### config.mk
export PLATFORM = sky130hd
export DESIGN_NAME = fetch_ctrl_flat
export DESIGN_NICKNAME = d
export VERILOG_FILES = /design/src/rtl/fetch_pkg.sv /design/src/rtl/fetch_ctrl_if.sv /design/src/rtl/fetch_ibuf.sv /design/src/rtl/fetch_ctrl.sv /design/src/flat_wrapper.sv
export SDC_FILE = /design/constraint.sdc
export NUM_CORES = 1
export LEC_CHECK = 0
export ABC_AREA = 1
export BUFFER_PORTS_ARGS = -buffer_cell sky130_fd_sc_hd__buf_2
export CAP_MARGIN = 20
export CORE_MARGIN = 2
export CORE_UTILIZATION = 49
export CTS_BUF_LIST = sky130_fd_sc_hd__clkbuf_16
export CTS_CLUSTER_SIZE = 28
export DETAILED_ROUTE_END_ITERATION = 10
export PLACE_DENSITY = 0.85
export SLEW_MARGIN = 10
export SYNTH_ARGS = -nofsm -noshare
export SYNTH_HDL_FRONTEND = slang
export SYNTH_SLANG_ARGS = --single-unit
### constraint.sdc
create_clock -name i_clk -period 2.4 [get_ports i_clk]
set_input_delay 0.24 -clock i_clk [delete_from_list [all_inputs] [get_ports i_clk]]
set_output_delay 0.24 -clock i_clk [all_outputs]
set_load 0.01 [all_outputs]
### src/rtl/fetch_pkg.sv
// Shared widths, buffer entry layout and FSM encoding for the instruction fetch controller.
package fetch_pkg;

    localparam int INSTR_W = 32;
    localparam int PC_W    = 32;
    localparam logic [PC_W-1:0] PC_INC = 32'd4;

    typedef struct packed {
        logic [PC_W-1:0]    pc;
        logic [INSTR_W-1:0] instr;
        logic               filled;
    } ibuf_entry_t;

    typedef enum logic {
        ST_RUN   = 1'b0,
        ST_DRAIN = 1'b1
    } fetch_state_t;

    function automatic logic [PC_W-1:0] word_align(input logic [PC_W-1:0] addr);
        return addr & ~PC_W'(3);
    endfunction

endpackage

### src/rtl/fetch_ctrl_if.sv
// Bus bundle between the fetch controller and its PC register, instruction memory and decode.
interface fetch_ctrl_if;
    import fetch_pkg::*;

    logic [PC_W-1:0]    i_pc;
    logic [PC_W-1:0]    o_pc_next;
    logic               o_pc_wren;

    logic               o_imem_req;
    logic [PC_W-1:0]    o_imem_addr;
    logic               i_imem_gnt;
    logic               i_imem_rvalid;
    logic [INSTR_W-1:0] i_imem_rdata;

    logic               i_redirect;
    logic [PC_W-1:0]    i_redirect_pc;

    logic               o_instr_valid;
    logic [INSTR_W-1:0] o_instr;
    logic [PC_W-1:0]    o_instr_pc;
    logic               i_instr_ready;

    modport master (
        input  i_pc,
        output o_pc_next,
        output o_pc_wren,
        output o_imem_req,
        output o_imem_addr,
        input  i_imem_gnt,
        input  i_imem_rvalid,
        input  i_imem_rdata,
        input  i_redirect,
        input  i_redirect_pc,
        output o_instr_valid,
        output o_instr,
        output o_instr_pc,
        input  i_instr_ready
    );

    modport slave (
        output i_pc,
        input  o_pc_next,
        input  o_pc_wren,
        input  o_imem_req,
        input  o_imem_addr,
        output i_imem_gnt,
        output i_imem_rvalid,
        output i_imem_rdata,
        output i_redirect,
        output i_redirect_pc,
        input  o_instr_valid,
        input  o_instr,
        input  o_instr_pc,
        output i_instr_ready
    );

endinterface

### src/rtl/fetch_ibuf.sv
// In-order instruction buffer: entries are allocated at grant, filled by responses and popped by decode.
module fetch_ibuf
    import fetch_pkg::*;
#(
    parameter int DEPTH = 2,
    localparam int AW = $clog2(DEPTH)
) (
    input  logic               clk_sys,
    input  logic               rst_b,
    input  logic               flush,
    input  logic               alloc,
    input  logic [PC_W-1:0]    alloc_pc,
    input  logic               fill,
    input  logic [INSTR_W-1:0] fill_instr,
    input  logic               pop,
    output logic [AW:0]        alloc_cnt,
    output logic [AW:0]        pend_cnt,
    output ibuf_entry_t        head
);

    // Pointers carry one extra wrap bit so full and empty stay distinguishable.
    logic [AW:0] alloc_ptr;
    logic [AW:0] fill_ptr;
    logic [AW:0] pop_ptr;
    ibuf_entry_t mem [DEPTH];

    always_ff @(posedge clk_sys or negedge rst_b) begin
        if (!rst_b) begin
            alloc_ptr <= '0;
            fill_ptr  <= '0;
            pop_ptr   <= '0;
            for (int i = 0; i < DEPTH; i++) begin
                mem[i] <= '0;
            end
        end else if (flush) begin
            alloc_ptr <= '0;
            fill_ptr  <= '0;
            pop_ptr   <= '0;
            for (int i = 0; i < DEPTH; i++) begin
                mem[i].filled <= 1'b0;
            end
        end else begin
            if (alloc) begin
                mem[alloc_ptr[AW-1:0]] <= '{pc: alloc_pc, instr: '0, filled: 1'b0};
                alloc_ptr              <= alloc_ptr + (AW+1)'(1);
            end
            if (fill) begin
                mem[fill_ptr[AW-1:0]].instr  <= fill_instr;
                mem[fill_ptr[AW-1:0]].filled <= 1'b1;
                fill_ptr                     <= fill_ptr + (AW+1)'(1);
            end
            if (pop) begin
                mem[pop_ptr[AW-1:0]].filled <= 1'b0;
                pop_ptr                     <= pop_ptr + (AW+1)'(1);
            end
        end
    end

    assign alloc_cnt = alloc_ptr - pop_ptr;
    assign pend_cnt  = alloc_ptr - fill_ptr;
    assign head      = mem[pop_ptr[AW-1:0]];

endmodule

### src/rtl/fetch_ctrl.sv
// Instruction fetch controller: credit-based imem requests, PC update, redirect flush and
// discard of responses still in flight for squashed requests.
//
//   state    | meaning
//   ST_RUN   | no squashed responses outstanding; responses fill the buffer
//   ST_DRAIN | squashed responses outstanding; next rvalids are discarded
module fetch_ctrl
    import fetch_pkg::*;
#(
    parameter int IBUF_DEPTH = 2,
    parameter int DROP_W     = 2
) (
    input  logic i_clk,
    input  logic i_rst,
    fetch_ctrl_if.master bus
);

    localparam int AW    = $clog2(IBUF_DEPTH);
    localparam int SUM_W = ((DROP_W > AW + 1) ? DROP_W : AW + 1) + 1;

    fetch_state_t      state;
    fetch_state_t      state_next;
    logic [DROP_W-1:0] drop_cnt;
    logic [DROP_W-1:0] drop_next;

    logic [AW:0]       alloc_cnt;
    logic [AW:0]       pend_cnt;
    ibuf_entry_t       head;

    logic              credit;
    logic              req;
    logic              grant;
    logic              pc_wren;
    logic              fill;
    logic              drop_rsp;
    logic              instr_valid;
    logic              pop;
    logic [SUM_W-1:0]  outstanding;

    fetch_ibuf #(
        .DEPTH (IBUF_DEPTH)
    ) u_ibuf (
        .clk_sys    (i_clk),
        .rst_b      (i_rst),
        .flush      (bus.i_redirect),
        .alloc      (grant),
        .alloc_pc   (bus.o_imem_addr),
        .fill       (fill),
        .fill_instr (bus.i_imem_rdata),
        .pop        (pop),
        .alloc_cnt  (alloc_cnt),
        .pend_cnt   (pend_cnt),
        .head       (head)
    );

    // Squashed responses still hold credit until they return, so new requests cannot
    // overrun the buffer once those slots are reused.
    always_comb begin
        credit      = (SUM_W'(alloc_cnt) + SUM_W'(drop_cnt)) < SUM_W'(IBUF_DEPTH);
        req         = i_rst && !bus.i_redirect && credit;
        grant       = req && bus.i_imem_gnt;
        pc_wren     = i_rst && (bus.i_redirect || grant);
        drop_rsp    = bus.i_imem_rvalid && (state == ST_DRAIN);
        fill        = bus.i_imem_rvalid && !bus.i_redirect && (state == ST_RUN) && (pend_cnt != '0);
        instr_valid = head.filled && !bus.i_redirect;
        pop         = instr_valid && bus.i_instr_ready;
        outstanding = SUM_W'(drop_cnt) + SUM_W'(pend_cnt);
    end

    // On redirect every unanswered request becomes a drop; an rvalid arriving in the
    // same cycle answers the oldest of them.
    always_comb begin
        drop_next = drop_cnt;
        if (bus.i_redirect) begin
            if (bus.i_imem_rvalid && (outstanding != '0)) begin
                drop_next = DROP_W'(outstanding - SUM_W'(1));
            end else begin
                drop_next = DROP_W'(outstanding);
            end
        end else if (drop_rsp) begin
            drop_next = drop_cnt - DROP_W'(1);
        end
    end

    always_ff @(posedge i_clk or negedge i_rst) begin
        if (!i_rst) begin
            drop_cnt <= '0;
        end else begin
            drop_cnt <= drop_next;
        end
    end

    always_ff @(posedge i_clk or negedge i_rst) begin
        if (!i_rst) begin
            state <= ST_RUN;
        end else begin
            state <= state_next;
        end
    end

    always_comb begin
        state_next = state;
        case (state)
            ST_RUN:   if (drop_next != '0) state_next = ST_DRAIN;
            ST_DRAIN: if (drop_next == '0) state_next = ST_RUN;
            default:  state_next = ST_RUN;
        endcase
    end

    assign bus.o_imem_req    = req;
    assign bus.o_imem_addr   = word_align(bus.i_pc);
    assign bus.o_pc_wren     = pc_wren;
    assign bus.o_pc_next     = !pc_wren       ? '0 :
                               bus.i_redirect ? word_align(bus.i_redirect_pc) :
                                                bus.i_pc + PC_INC;
    assign bus.o_instr_valid = instr_valid;
    assign bus.o_instr       = head.filled ? head.instr : '0;
    assign bus.o_instr_pc    = head.filled ? head.pc    : '0;

    a_no_stray_rvalid : assert property (@(posedge i_clk) disable iff (!i_rst)
        !(bus.i_imem_rvalid && (pend_cnt == '0) && (drop_cnt == '0)))
        else $warning("fetch_ctrl: rvalid with no outstanding request ignored");

    a_credit_bound : assert property (@(posedge i_clk) disable iff (!i_rst)
        (SUM_W'(alloc_cnt) + SUM_W'(drop_cnt)) <= SUM_W'(IBUF_DEPTH))
        else $error("fetch_ctrl: allocated plus dropped exceeds buffer depth");

endmodule

### src/flat_wrapper.sv
// flat-port wrapper written by rule: the top's interface ports become plain ports
module fetch_ctrl_flat import fetch_pkg::*;
#(
    parameter int IBUF_DEPTH = 2,
    parameter int DROP_W     = 2
)
  (i_clk, i_rst, bus_i_pc, bus_o_pc_next, bus_o_pc_wren, bus_o_imem_req, bus_o_imem_addr, bus_i_imem_gnt, bus_i_imem_rvalid, bus_i_imem_rdata, bus_i_redirect, bus_i_redirect_pc, bus_o_instr_valid, bus_o_instr, bus_o_instr_pc, bus_i_instr_ready);
  fetch_ctrl_if bus_i ();
  input  logic i_clk;
  input  logic i_rst;
  input wire logic [$bits(bus_i.i_pc)-1:0] bus_i_pc;
  output wire logic [$bits(bus_i.o_pc_next)-1:0] bus_o_pc_next;
  output wire logic [$bits(bus_i.o_pc_wren)-1:0] bus_o_pc_wren;
  output wire logic [$bits(bus_i.o_imem_req)-1:0] bus_o_imem_req;
  output wire logic [$bits(bus_i.o_imem_addr)-1:0] bus_o_imem_addr;
  input wire logic [$bits(bus_i.i_imem_gnt)-1:0] bus_i_imem_gnt;
  input wire logic [$bits(bus_i.i_imem_rvalid)-1:0] bus_i_imem_rvalid;
  input wire logic [$bits(bus_i.i_imem_rdata)-1:0] bus_i_imem_rdata;
  input wire logic [$bits(bus_i.i_redirect)-1:0] bus_i_redirect;
  input wire logic [$bits(bus_i.i_redirect_pc)-1:0] bus_i_redirect_pc;
  output wire logic [$bits(bus_i.o_instr_valid)-1:0] bus_o_instr_valid;
  output wire logic [$bits(bus_i.o_instr)-1:0] bus_o_instr;
  output wire logic [$bits(bus_i.o_instr_pc)-1:0] bus_o_instr_pc;
  input wire logic [$bits(bus_i.i_instr_ready)-1:0] bus_i_instr_ready;
  assign bus_i.i_pc = bus_i_pc;
  assign bus_o_pc_next = bus_i.o_pc_next;
  assign bus_o_pc_wren = bus_i.o_pc_wren;
  assign bus_o_imem_req = bus_i.o_imem_req;
  assign bus_o_imem_addr = bus_i.o_imem_addr;
  assign bus_i.i_imem_gnt = bus_i_imem_gnt;
  assign bus_i.i_imem_rvalid = bus_i_imem_rvalid;
  assign bus_i.i_imem_rdata = bus_i_imem_rdata;
  assign bus_i.i_redirect = bus_i_redirect;
  assign bus_i.i_redirect_pc = bus_i_redirect_pc;
  assign bus_o_instr_valid = bus_i.o_instr_valid;
  assign bus_o_instr = bus_i.o_instr;
  assign bus_o_instr_pc = bus_i.o_instr_pc;
  assign bus_i.i_instr_ready = bus_i_instr_ready;
  fetch_ctrl #(.IBUF_DEPTH(IBUF_DEPTH), .DROP_W(DROP_W)) u_core (.i_clk(i_clk), .i_rst(i_rst), .bus(bus_i));
endmodule
# After elaboration in Yosys (flattened, before gate mapping)
# Cells that the tools add are included.
# word_totals
ff_bits	139
elab_cells	93
# op_classes
addsub	10
magnitude_cmp	7
n_mux	38
bitwise_logic	4
n_reduce_logical	23
# op_table
operator	count
$mux W130	5
$bwmux W130	4
$demux W65 S1	4
$mux W65	4
$mux W32	4
$mux W33	1
$add A32 B3 Y32 const B	1
$mux W2	9
$logic_and A1 B1 Y1	14
$reduce_bool A2 Y1	5
$add A2 B1 Y2 const B	3
$add A2 B2 Y3	2
$ge A2 B2 Y1 const B	3
$lt A2 B1 Y1 const B	3
$mux W1	6
$not A1 Y2	3
$sub A2 B1 Y2 const B	2
$sub A2 B2 Y2	2
$lt A3 B2 Y1 const B	1
$reduce_bool A3 Y1	1
$logic_not A2 Y1	1
$pmux W1 S2	1
$logic_not A1 Y1	1
$logic_or A1 B1 Y1	1
$not A1 Y1	1

# Logic depth before layout (Yosys ltp)
# Gate-level depths: netlist of the first run.
# logic_depth
depth_word	15
ltp_mapped	15
mapped_depth_nobuf	14

# Modules after synthesis
# Synthesis of the first run repeated with hierarchy kept, for this count alone.
# hier_totals
hier_cells	1340
hier_area_um2	8946.1
# modules_own_cells
module	instances	cells_each	area_each_um2	seq_area_each_um2
fetch_ibuf	1	825	6471.2	3403.3
fetch_ctrl	1	515	2474.9	75.1

# Worst setup path before layout of the first run
# No wires, ideal clock.
# synth_path
path_type	flip-flop to output port
from	register u_core.u_ibuf.alloc_ptr[0]
to	output port bus_o_pc_next[2]
arrival_time_ns	2.536
t_required_ns	2.160
setup_slack_ns	-0.376
path_stages_with_launch	12
path_buffers	1
path_cell_list	dfrtp_1 > inv_1 > ha_1 > or2_2 > fa_1 > nand2_1 > nor3_4 > nand2_2 > nand2_2 > nand2_2 > buf_2 > a211oi_1
# synth_via
elab_chain_cells	8
# synth_lines
item	line	text
from (decl)	fetch_ibuf.sv:22	logic [AW:0] alloc_ptr;
from (signal assigned)	fetch_ibuf.sv:45	alloc_ptr <= alloc_ptr + (AW+1)'(1);
$sub A2 B2 Y2	fetch_ibuf.sv:59	assign alloc_cnt = alloc_ptr - pop_ptr;
$add A2 B2 Y3	fetch_ctrl.sv:59	credit = (SUM_W'(alloc_cnt) + SUM_W'(drop_cnt)) < SUM_W'(IBUF_DEPTH);
$lt A3 B2 Y1	fetch_ctrl.sv:59	
$logic_and A1 B1 Y1	fetch_ctrl.sv:60	req = i_rst && !bus.i_redirect && credit;
via bus_o_imem_req	flat_wrapper.sv:14	output wire logic [$bits(bus_i.o_imem_req)-1:0] bus_o_imem_req;
$logic_and A1 B1 Y1	fetch_ctrl.sv:61	grant = req && bus.i_imem_gnt;
$logic_or A1 B1 Y1	fetch_ctrl.sv:62	pc_wren = i_rst && (bus.i_redirect || grant);
$logic_and A1 B1 Y1	fetch_ctrl.sv:62	
$mux W32	fetch_ctrl.sv:113	assign bus.o_pc_next = !pc_wren ? '0 :
to (decl)	flat_wrapper.sv:12	output wire logic [$bits(bus_i.o_pc_next)-1:0] bus_o_pc_next;
# The timed path passes the listed nets, and every way through them passes these cells.

# Worst setup path after layout of the first run
# layout_path
from	register u_core.u_ibuf.pop_ptr[0]
to	output port bus_o_pc_next[10]
# layout_via
elab_chain_cells	8
# layout_lines
item	line	text
from (decl)	fetch_ibuf.sv:24	logic [AW:0] pop_ptr;
from (signal assigned)	fetch_ibuf.sv:54	pop_ptr <= pop_ptr + (AW+1)'(1);
$sub A2 B2 Y2	fetch_ibuf.sv:59	
$add A2 B2 Y3	fetch_ctrl.sv:59	
$lt A3 B2 Y1	fetch_ctrl.sv:59	
$logic_and A1 B1 Y1	fetch_ctrl.sv:60	
$logic_and A1 B1 Y1	fetch_ctrl.sv:61	
$logic_or A1 B1 Y1	fetch_ctrl.sv:62	
$logic_and A1 B1 Y1	fetch_ctrl.sv:62	
$mux W32	fetch_ctrl.sv:113	
# No other way between the ends.

==> flow_metrics.tcl, run 1 <==
set metrics [dict create \
    status "complete, but fails checks" \
    violations "negative setup slack" \
    yosys_warnings 0 \
    via_count 9446 \
    cpPeakStageDelay_ns 0.54 \
    insertedDiodeCount 0 \
    drc 0 \
    worstPathMaxFanout 6 \
    grt_max_degree 101 \
    ys_seq_area_frac 0.390 \
    fin_skew_ns 0.0107 \
    critical_path_arrival_ns 2.88 \
    cts_root_buf "clkbuf_16" \
    rows 49 \
    grt_use_total 0.286 \
    rsz0062_at_grt "yes" \
    area_delta_synth_final_pct 32.3 \
    clockBufferDepth 2 \
    wire_per_inst_um 15.0 \
    startpoint_type "register" \
    avgSynthCellArea_um2 6.29 \
    io_buffer_count 228 \
    vdd_drop_max_uv 527 \
    path_cells "ha_4, or2_4, fa_1, nand2_2, nor3_4, nand2_2, nand2_8, nand2_8, inv_4, o21ai_2, nor2_1, buf_2" \
    clk_latency_ns 0.42 \
    whs_ns 0.0348 \
    period_share 1.30 \
    dpl.hpwl_mm 17.7 \
    clkTransAtPathRegs_ns 0.06 \
    slew_headroom 0.322 \
    antenna_found_initial 0 \
    critPathSlowestCell "fa_1" \
    worstMarginPinSlew_ns 1.02 \
    dieHeight_um 139 \
    cts_tree "done" \
    drt-total-wl_mm 28.2 \
    clock_sinks 139 \
    drtPass1Iterations 5 \
    max-cap-violations 0 \
    fin_ws_ns -0.718 \
    critical_path_required_ns 2.16 \
    die_area_mm2 0.0193 \
    critPathCaptureType "primary output" \
    gp_congestion 0.950 \
    grt_pass1_vias 8807 \
    core_mm2 0.0179 \
    ys_seq_elements 139 \
    ys_types 34 \
    cp_top_family "simple AND/OR/NAND/NOR gates" \
    drtAntennaViolNets 0 \
    grt_first_pass_wirelength_mm 44.4 \
    hp-class "in2async" \
    fin_nets 1751 \
    htree_levels 4 \
    gr-total-overflow 0 \
    ios 233 \
    syn_area_mm2 0.00891 \
    slew_violations 0 \
    path_buf_inv 2 \
    tns_ns -104.51 \
    netlist_instances 1417 \
    die_w_um 139 \
    drtIter0Drc 772 \
    period_minus_slack_ns 3.12 \
    p_per_area_mw_per_mm2 725 \
    setup_violations 234 \
    initial_core_util 0.498 \
    leakage_nw 7.20 \
    fmax_mhz 321 \
    hold_violations 0 \
    cts_buffers 17 \
    criticalPathCategory "reg2out" \
    drive_gt1_frac 0.240 \
    vias_per_cell 5.01 \
]
## Yosys cell counts
master | count | area, um^2
fa_1 | 2 | 40.0
dfrtp_1 | 139 | 3480
nand2_4 | 1 | 11.3
nor3_4 | 1 | 16.3
o21ai_2 | 9 | 78.8
a211oi_1 | 2 | 15.0
xnor2_1 | 6 | 52.6
nand2_1 | 548 | 2060
nor2_1 | 223 | 837
clkbuf_1 | 21 | 78.8
xor2_1 | 3 | 26.3
conb_1 | 1 | 3.75
o21ai_1 | 13 | 65.1
nand2_2 | 4 | 25.0
or2_2 | 1 | 6.26
clkinv_2 | 2 | 10.0
buf_6 | 4 | 45.0
nand4_1 | 6 | 37.5
o21ai_0 | 71 | 355
inv_2 | 4 | 15.0
nor3_2 | 1 | 10.0
buf_1 | 10 | 37.5
a211oi_2 | 1 | 12.5
buf_2 | 21 | 105
o21bai_1 | 1 | 7.51
clkinv_1 | 1 | 3.75
nand3b_1 | 5 | 37.5
inv_1 | 221 | 830
o211ai_1 | 2 | 15.0
nor3_1 | 1 | 5.00
ha_1 | 5 | 62.6
buf_4 | 38 | 285
nand3_1 | 37 | 185
a21oi_1 | 12 | 60.1
## report_power, final
part	internal, mW	switching [mW]	total (mW)	leakage (nW)
combinational	1.09	1.52	2.61	5.09
clock	1.53	1.05	2.58	0.273
sequential	3.01	0.344	3.36	1.84
## final cells by class
class	count	area, um^2
sequential	139	3480
inverter	228	885
clock buffer	17	425
multi-input combinational	961	4250
clock inverter	15	149
timing repair buffer	295	2300
fill	1507	6120
tap	229	287
## final timing paths
check	start	to	slack [ns]	cells past startpoint
setup / recovery	u_core.u_ibuf.pop_ptr[0]$_DFFE_PN0P_	bus_o_pc_next[10]	-0.72	12
setup reg to reg	u_core.u_ibuf.pop_ptr[0]$_DFFE_PN0P_	u_core.u_ibuf.mem[27]$_DFFE_PN0N_	-0.60	16
min in group i_clk	bus_i_imem_rdata[15]	u_core.u_ibuf.mem[16]$_DFFE_PN0N_	0.06	3
max in group asynchronous	i_rst	asynchronous set/reset pin	1.23	3
hold reg to reg	register	register	0.48	2
hold / removal	i_rst	u_core.u_ibuf.pop_ptr[1]$_DFFE_PN0P_	0.03	2
## worst register-to-register path, cell delays in order, from the launching register on
cell	delay, ns
dfrtp_4	0.49
ha_4	0.24
or2_4	0.23
fa_1	0.54
nand2_2	0.07
nor3_4	0.14
nand2_2	0.13
buf_4	0.17
clkinv_4	0.07
buf_12	0.10
buf_12	0.13
nand2_8	0.10
bufbuf_16	0.29
nand2_1	0.05
nand2_1	0.05
inv_1	0.06
nor2_1	0.03
## metrics by stage
step	util	worst slack, ns	area (um^2)	power, mW	cells
6_report	0.658	-0.718	11800	8.54	1884
5_1_grt	0.658	-0.820	11800	9.07	1884
4_1_cts	0.649	-0.699	11600	8.44	1879
3_5_place_dp	0.575	-0.450	10300	5.62	1821
3_3_place_gp	0.575	-0.374	10300	5.49	1821
2_1_floorplan	-	-0.268	9000	4.93	1418
## placed cells by master (no fill, tap or decap), drive strengths merged
cell type  netlist  final
conb             1      2
fa               2      2
nand4            6      6
nand2          553    557
inv            225    228
ha               5      5
a211oi           3      3
nor3             3      3
nand3b           5      5
nor2           223    223
clkinv           3      9
clkinvlp         0      4
o21bai           1      1
o211ai           2      2
bufbuf           0      6
clkbuf          21     20
bufinv           0      2
xnor2            6      6
o21ai           93     93
a21oi           12     12
xor2             3      3
nand3           37     37
buf             73    286
or2              1      1
dfrtp          139    139
## kinds of logic after synthesis
| group | share of synthesized area |
|---|---|
| AOI/OAI and AO/OA | 0.0684 |
| adders and majority gates | 0.0115 |
| xor gates and xnor gates | 0.00885 |
| and+or+nand+nor | 0.362 |
| DFF | 0.390 |
| buffers and inverters | 0.158 |
| other | 0.000421 |
## per-layer routing
layer | routed length [um] | part of all wire | vias to the layer above | track usage
li1 | - | - | 4617 | -
met1 | 11500 | 0.41 | 4289 | 0.366
met2 | 13700 | 0.48 | 463 | 0.483
met3 | 2090 | 0.074 | 77 | 0.0490
met4 | 969 | 0.034 | 0 | 0.119
met5 | 0 | 0 | - | 0
## repair_timing
action,CTS,global route
hold buffers,0,0
setup buffers,7,2
pin swaps,10,5
gates resized for setup,47,25
endpoints found under the setup margin,231,236
gates cloned,19,3
(Power assumes the default switching activity.)
==> inputs of run 2 (changes only) <==
CORE_MARGIN = default   (was 2)
==> run 2 against run 1 <==
- the run still ends with negative setup slack left
- largest power group unchanged
- flip-flop and latch count stayed put
- worst setup slack got worse by 0.058 ns
- critical path type unchanged
- total power grew 5.7%
==> flow_metrics.tcl, run 2 (same netlist as run 1, synthesis figures left out) <==
set metrics [dict create \
    power.internal_mw 5.91 \
    path_depth 13 \
    r2r_slack_ns -0.58 \
    leakage_nw 7.42 \
    htree_levels 4 \
    period_share 1.32 \
    p_per_area_mw_per_mm2 724 \
    clockBufferDepth 2 \
    mostFrequentLayoutCell "nand2_1" \
    grt_use_total 0.307 \
    power_mw 9.03 \
    worstPathMaxFanout 3 \
    dieHeight_um 137 \
    fin_nets 1772 \
    layout_common_cells "476 x nand2_1, 207 x buf_2, 206 x nor2_1, 204 x inv_1, 138 x dfrtp_1" \
    core_mm2 0.0175 \
    cts_buffers 17 \
    critPathCaptureType "primary output" \
    grt_max_degree 102 \
    reg2reg_depth 16 \
    rows 48 \
    power_frac_clock 0.287 \
    drtIter0Drc 913 \
    gp_congestion 0.927 \
    setup_violations 169 \
    dpl.hpwl_mm 17.2 \
    p_switching_mw 3.13 \
    p_comb_frac 0.333 \
    fin_skew_ns 0.00609 \
    fmax_mhz 315 \
    violations "negative setup slack" \
    wire_per_inst_um 16.5 \
    critical_path_arrival_ns 2.94 \
    area_delta_synth_final_pct 40.0 \
    drt-total-wl_mm 31.5 \
    cp_top_family "adder cells" \
    cts_tree "done" \
    startpoint_type "register" \
    clkTransAtPathRegs_ns 0.06 \
    critical_path_required_ns 2.16 \
    io_buffer_count 228 \
    criticalPathCategory "reg2out" \
    critPathSlowestCell "fa_1" \
    die_area_mm2 0.0187 \
    ios 233 \
    path_cells "ha_4, or2_4, fa_1, nand2_2, nor3_4, nand2_2, buf_4, buf_6, clkinv_4, buf_6, nand2_1, nand2_1, buf_2" \
    power.sequential.fraction 0.381 \
    cpPeakStageDelay_ns 0.54 \
    fillers 1347 \
    hold_violations 0 \
    antenna_found_initial 1 \
    fin_ws_ns -0.775 \
    fin_util 0.711 \
    multi_input_area_mm2 0.00455 \
    max-cap-violations 0 \
    die_w_um 137 \
    cts_root_buf "clkbuf_16" \
    min_path_cells 3 \
    slew_headroom 0.630 \
    vdd_drop_max_uv 581 \
    rsz0062_at_grt "yes" \
    p_sw_frac 0.346 \
    vias_per_cell 5.23 \
    period_minus_slack_ns 3.18 \
    slew_violations 0 \
    grt_first_pass_wirelength_mm 43.4 \
    via_count 9935 \
    grt_pass1_vias 8685 \
    initial_core_util 0.508 \
    clock_sinks 139 \
    worstMarginPinSlew_ns 0.554 \
    drc 0 \
    clk_latency_ns 0.42 \
    hp-class "in2reg" \
    drtAntennaViolNets 0 \
    insertedDiodeCount 0 \
    tns_ns -90.00 \
    drive_gt1_frac 0.301 \
    regArea_mm2 0.00348 \
    gr-total-overflow 0 \
    drtPass1Iterations 5 \
    status "complete, but fails checks" \
    path_buf_inv 5 \
]
==> run 2: changes by cell type in the layout (fill, tap and decap cells not counted), moves of 5 or more <==
cell	change
o21ai_1	+11
buf_12	+5
nor2_4	+6
nand2_1	-71
o21ai_0	-18
bufbuf_16	-6
clkbuf_16	+9
o21ai_2	+6
nand2_2	+63
nand2_4	+9
buf_6	+25
nor2_1	-8
buf_2	-13
==> run 2: path summary, 6_finish.rpt <==
check / from / end
worst max-delay path: u_core.u_ibuf.pop_ptr[0]$_DFFE_PN0P_ / bus_o_pc_next[23]
min in group asynchronous: i_rst / asynchronous set/reset pin
worst max register to register: u_core.u_ibuf.pop_ptr[0]$_DFFE_PN0P_ / register
worst min-delay path: bus_i_imem_rdata[8] / u_core.u_ibuf.mem[74]$_DFFE_PN0N_
worst min register to register: register / register
max in group asynchronous: i_rst / asynchronous set/reset pin
==> run 2: repair_timing <==
| action | in CTS | in global routing |
|---|---|---|
| setup buffers | 18 | 12 |
| endpoints found under the setup margin | 231 | 236 |
| pin swaps | 6 | 14 |
| gates cloned | 13 | 17 |
| hold buffers | 1 | 0 |
| gates resized for setup | 69 | 174 |
| endpoints found under the hold margin | 120 | 0 |
==> run 2: metrics by stage <==
step | setup slack (ns) | hold slack [ns] | instances | cell area, um^2
after global routing | -0.855 | 0.0728 | 1901 | 12500
after CTS | -0.665 | 0.0582 | 1878 | 11600
after floorplan | -0.268 | -0.0556 | 1418 | 9000
after detailed placement | -0.396 | 0.403 | 1814 | 10300
after global placement | -0.339 | 0.405 | 1814 | 10300
final | -0.775 | 0.0649 | 1901 | 12500
==> run 2: layout make-up <==
class,instances,share of cell area
Multi-Input combinational cell,960,0.365
Sequential cell,139,0.279
Timing Repair Buffer,314,0.213
Inverter,228,0.0712
Clock buffer,17,0.0341
Tap cell,225,0.0226
Clock inverter,15,0.0114
Timing Repair inverter,3,0.00421
==> run 2: per-layer routing <==
layer | part of all wire | vias up | routed length [um] | global-route usage
met1 | 0.37 | 4576 | 11800 | 0.376
met5 | 0 | - | 0 | 0
met2 | 0.49 | 579 | 15400 | 0.518
met3 | 0.094 | 118 | 2970 | 0.0681
met4 | 0.043 | 0 | 1350 | 0.134
li1 | - | 4662 | - | -
==> run 2: power groups by stage <==
stage / sequential [mW] / combinational [mW] / clock, mW
after global routing: 3.50 / 3.35 / 2.69
after global placement: 3.33 / 2.17 / 0
final: 3.44 / 3.00 / 2.59
after floorplan: 3.29 / 1.64 / 0
after CTS: 3.34 / 2.56 / 2.58
after detailed placement: 3.37 / 2.26 / 0
==> run 2: tightest hold or removal path, delay by kind of cell <==
kind	cells	cell delay [ns]
buffers and inverters	1	0.09
AND/OR/NAND/NOR	2	0.12
==> inputs of run 3 (changes only) <==
ABC_AREA = default   (was 1)
CTS_BUF_LIST = sky130_fd_sc_hd__clkbuf_2   (was sky130_fd_sc_hd__clkbuf_16)
PLACE_DENSITY = 0.87   (was 0.85)
==> run 3 against run 2 <==
- the run still ends with negative setup slack left
- critical endpoint is now bus_o_instr_pc[17]
- core utilization up 10 points
- sequential power up 3%
- count of clock-buffer cells in the layout up 1
- die area down 13%
- total power down 12%
- critical path type unchanged
==> flow_metrics.tcl, run 3 <==
set metrics [dict create \
    dpl_cell_area_mm2 0.00921 \
    critPathCaptureType "primary output" \
    vias_per_cell 6.06 \
    critical_path_required_ns 2.16 \
    power_mw 7.98 \
    ys_seq_elements 139 \
    wire_per_inst_um 23.3 \
    fillers 754 \
    fin_nets 1273 \
    synth_top_area_share 0.451 \
    violations "negative setup slack" \
    core_mm2 0.0153 \
    gr-total-overflow 0 \
    reg2reg_depth 13 \
    dpl.hpwl_mm 15.1 \
    grt_first_pass_wirelength_mm 40.3 \
    syn_area_mm2 0.00771 \
    grt_max_degree 95 \
    gp_congestion 0.850 \
    htree_levels 4 \
    vdd_drop_max_uv 464 \
    whs_ns 0.0776 \
    slew_headroom 0.582 \
    netlist_instances 828 \
    dieHeight_um 127 \
    met3_usage 0.0724 \
    clkTransAtPathRegs_ns 0.20 \
    yosys_warnings 0 \
    drive_gt1_frac 0.477 \
    pre_cts_ws_ns -0.327 \
    fin_cells 1390 \
    status "complete, but fails checks" \
    initial_core_util 0.505 \
    cts_buffers 17 \
    worstMarginPinSlew_ns 0.628 \
    period_minus_slack_ns 3.52 \
    fin_util 0.813 \
    gr-max-usage-layer "met2" \
    synth_edf_count 0 \
    drt-total-wl_mm 32.4 \
    drtIter0Drc 911 \
    hp-class "in2async" \
    ios 233 \
    ys_seq_area_frac 0.451 \
    drtAntennaViolNets 0 \
    worstPathMaxFanout 7 \
    startpoint_type "register" \
    synthTopCellsByArea "dfrtp_1 45%, mux2i_1 8.7%, nand2_1 7.8%" \
    finish.instance_area_mm2 0.0124 \
    mostFrequentLayoutCell "buf_2" \
    ys.flop_type "dfrtp_1" \
    criticalPathCategory "reg2out" \
    grt_pass1_vias 7695 \
    ys_types 43 \
    clock_sinks 139 \
    area_delta_synth_final_pct 61.0 \
    hold_violations 0 \
    cts_tree "done" \
    leakage_nw 5.69 \
    fmax_mhz 284 \
    setup_violations 233 \
    drtPass1Iterations 6 \
    fin_skew_ns 0.0362 \
    antenna_found_initial 2 \
    die_area_mm2 0.0162 \
    via_count 8422 \
    synth_most_common_cell "nand2_1" \
    use_met2 0.534 \
    async_flop_share 1.00 \
    layout_common_cells "187 x buf_2, 158 x nand2_1, 138 x dfrtp_1, 68 x dlygate4sd3_1, 55 x buf_6" \
    grt_use_total 0.326 \
    io_buffer_count 228 \
    synthTopCellsByCount "161 x nand2_1, 139 x dfrtp_1, 85 x nor2_1" \
    use_met1 0.406 \
    rows 45 \
    clk_latency_ns 0.73 \
    avgSynthCellArea_um2 9.31 \
    tns_ns -166.90 \
    dp_cells 1228 \
    drc 0 \
    fin_ws_ns -1.12 \
    synth_top_area_cell "dfrtp_1" \
    rsz0062_at_grt "yes" \
    die_w_um 127 \
    p_per_area_mw_per_mm2 643 \
    period_share 1.47 \
    clockBufferDepth 2 \
    max-cap-violations 0 \
    cts_root_buf "clkbuf_2" \
    critical_path_arrival_ns 3.28 \
    slew_violations 0 \
]
run 3: cell types whose count changed after synthesis, sizes merged, moves of 36 or more:
cell	before	now
nand2	553	161
inv	225	9
nor2	223	85
mux2i	0	67
mux2	0	56
o21ai	93	57
run 3: cell families (layout without fill, tap and decap cells):
family,Yosys count,after routing,share of synthesized area
AND/OR/NAND/NOR,335,335,0.190
flip-flops,139,139,0.451
multiplexers,123,123,0.169
buffers and inverters,94,442,0.0698
AO/OA/AOI/OAI,92,92,0.0627
XOR/XNOR,37,37,0.0438
adder cells (fa/ha/maj),7,7,0.0133
other,1,4,0.000487
run 3: final timing paths:
check / slack (ns) / start / end
max in group asynchronous: 1.42 / i_rst / asynchronous set/reset pin
hold reg to reg: 0.53 / u_core.u_ibuf.mem[91]$_DFFE_PN0N_ / u_core.u_ibuf.mem[91]$_DFFE_PN0N_
setup / recovery: -1.12 / u_core.u_ibuf.pop_ptr[0]$_DFFE_PN0P_ / bus_o_instr_pc[17]
hold / removal: 0.08 / i_rst / asynchronous set/reset pin
setup reg to reg: -0.68 / u_core.u_ibuf.pop_ptr[0]$_DFFE_PN0P_ / u_core.u_ibuf.mem[19]$_DFFE_PN0N_
min in group i_clk: 0.25 / bus_i_imem_gnt / u_core.u_ibuf.alloc_ptr[0]$_DFFE_PN0N_
run 3: area by class of cell:
type | instances | area, um^2 | area share
multi-input combinational | 596 | 4610 | 0.372
timing repair buffer | 401 | 3720 | 0.300
sequential | 139 | 3480 | 0.281
tap | 211 | 264 | 0.0213
clock inverter | 14 | 201 | 0.0162
clock buffer | 18 | 90.1 | 0.00726
inverter | 9 | 33.8 | 0.00272
antenna | 2 | 5.00 | 0.000403
run 3: power breakdown:
part           switching, mW  internal [mW]  total (mW)  leakage, nW
logic                   1.35           1.39        2.74         3.67
clock network          0.898          0.780        1.68        0.170
registers              0.561           3.00        3.56         1.85
total                   2.81           5.17        7.98         5.69
run 3: timing repair:
action	4_1_cts	5_1_grt
buffers inserted	26	12
endpoints found under the hold margin	176	2
resized for setup	106	216
gates cloned	13	12
hold buffers	67	2
pin swaps	15	42
endpoints found under the setup margin	231	234
run 3: layer usage:
| metal | up-vias | share of wire |
|---|---|---|
| met5 | - | 0 |
| met4 | 0 | 0.057 |
| met3 | 204 | 0.095 |
| met2 | 736 | 0.48 |
| met1 | 4040 | 0.36 |
| li1 | 3442 | - |
run 3: critical path: stages (launching register included):
cell,delay [ns]
dfrtp_4,0.54
buf_4,0.14
buf_6,0.10
buf_6,0.10
buf_6,0.10
buf_6,0.10
buf_6,0.11
buf_6,0.10
buf_6,0.10
buf_6,0.13
buf_16,0.14
nor2b_4,0.15
a21oi_4,0.07
buf_12,0.16
buf_6,0.12
buf_16,0.15
nor2_2,0.10
buf_2,0.16
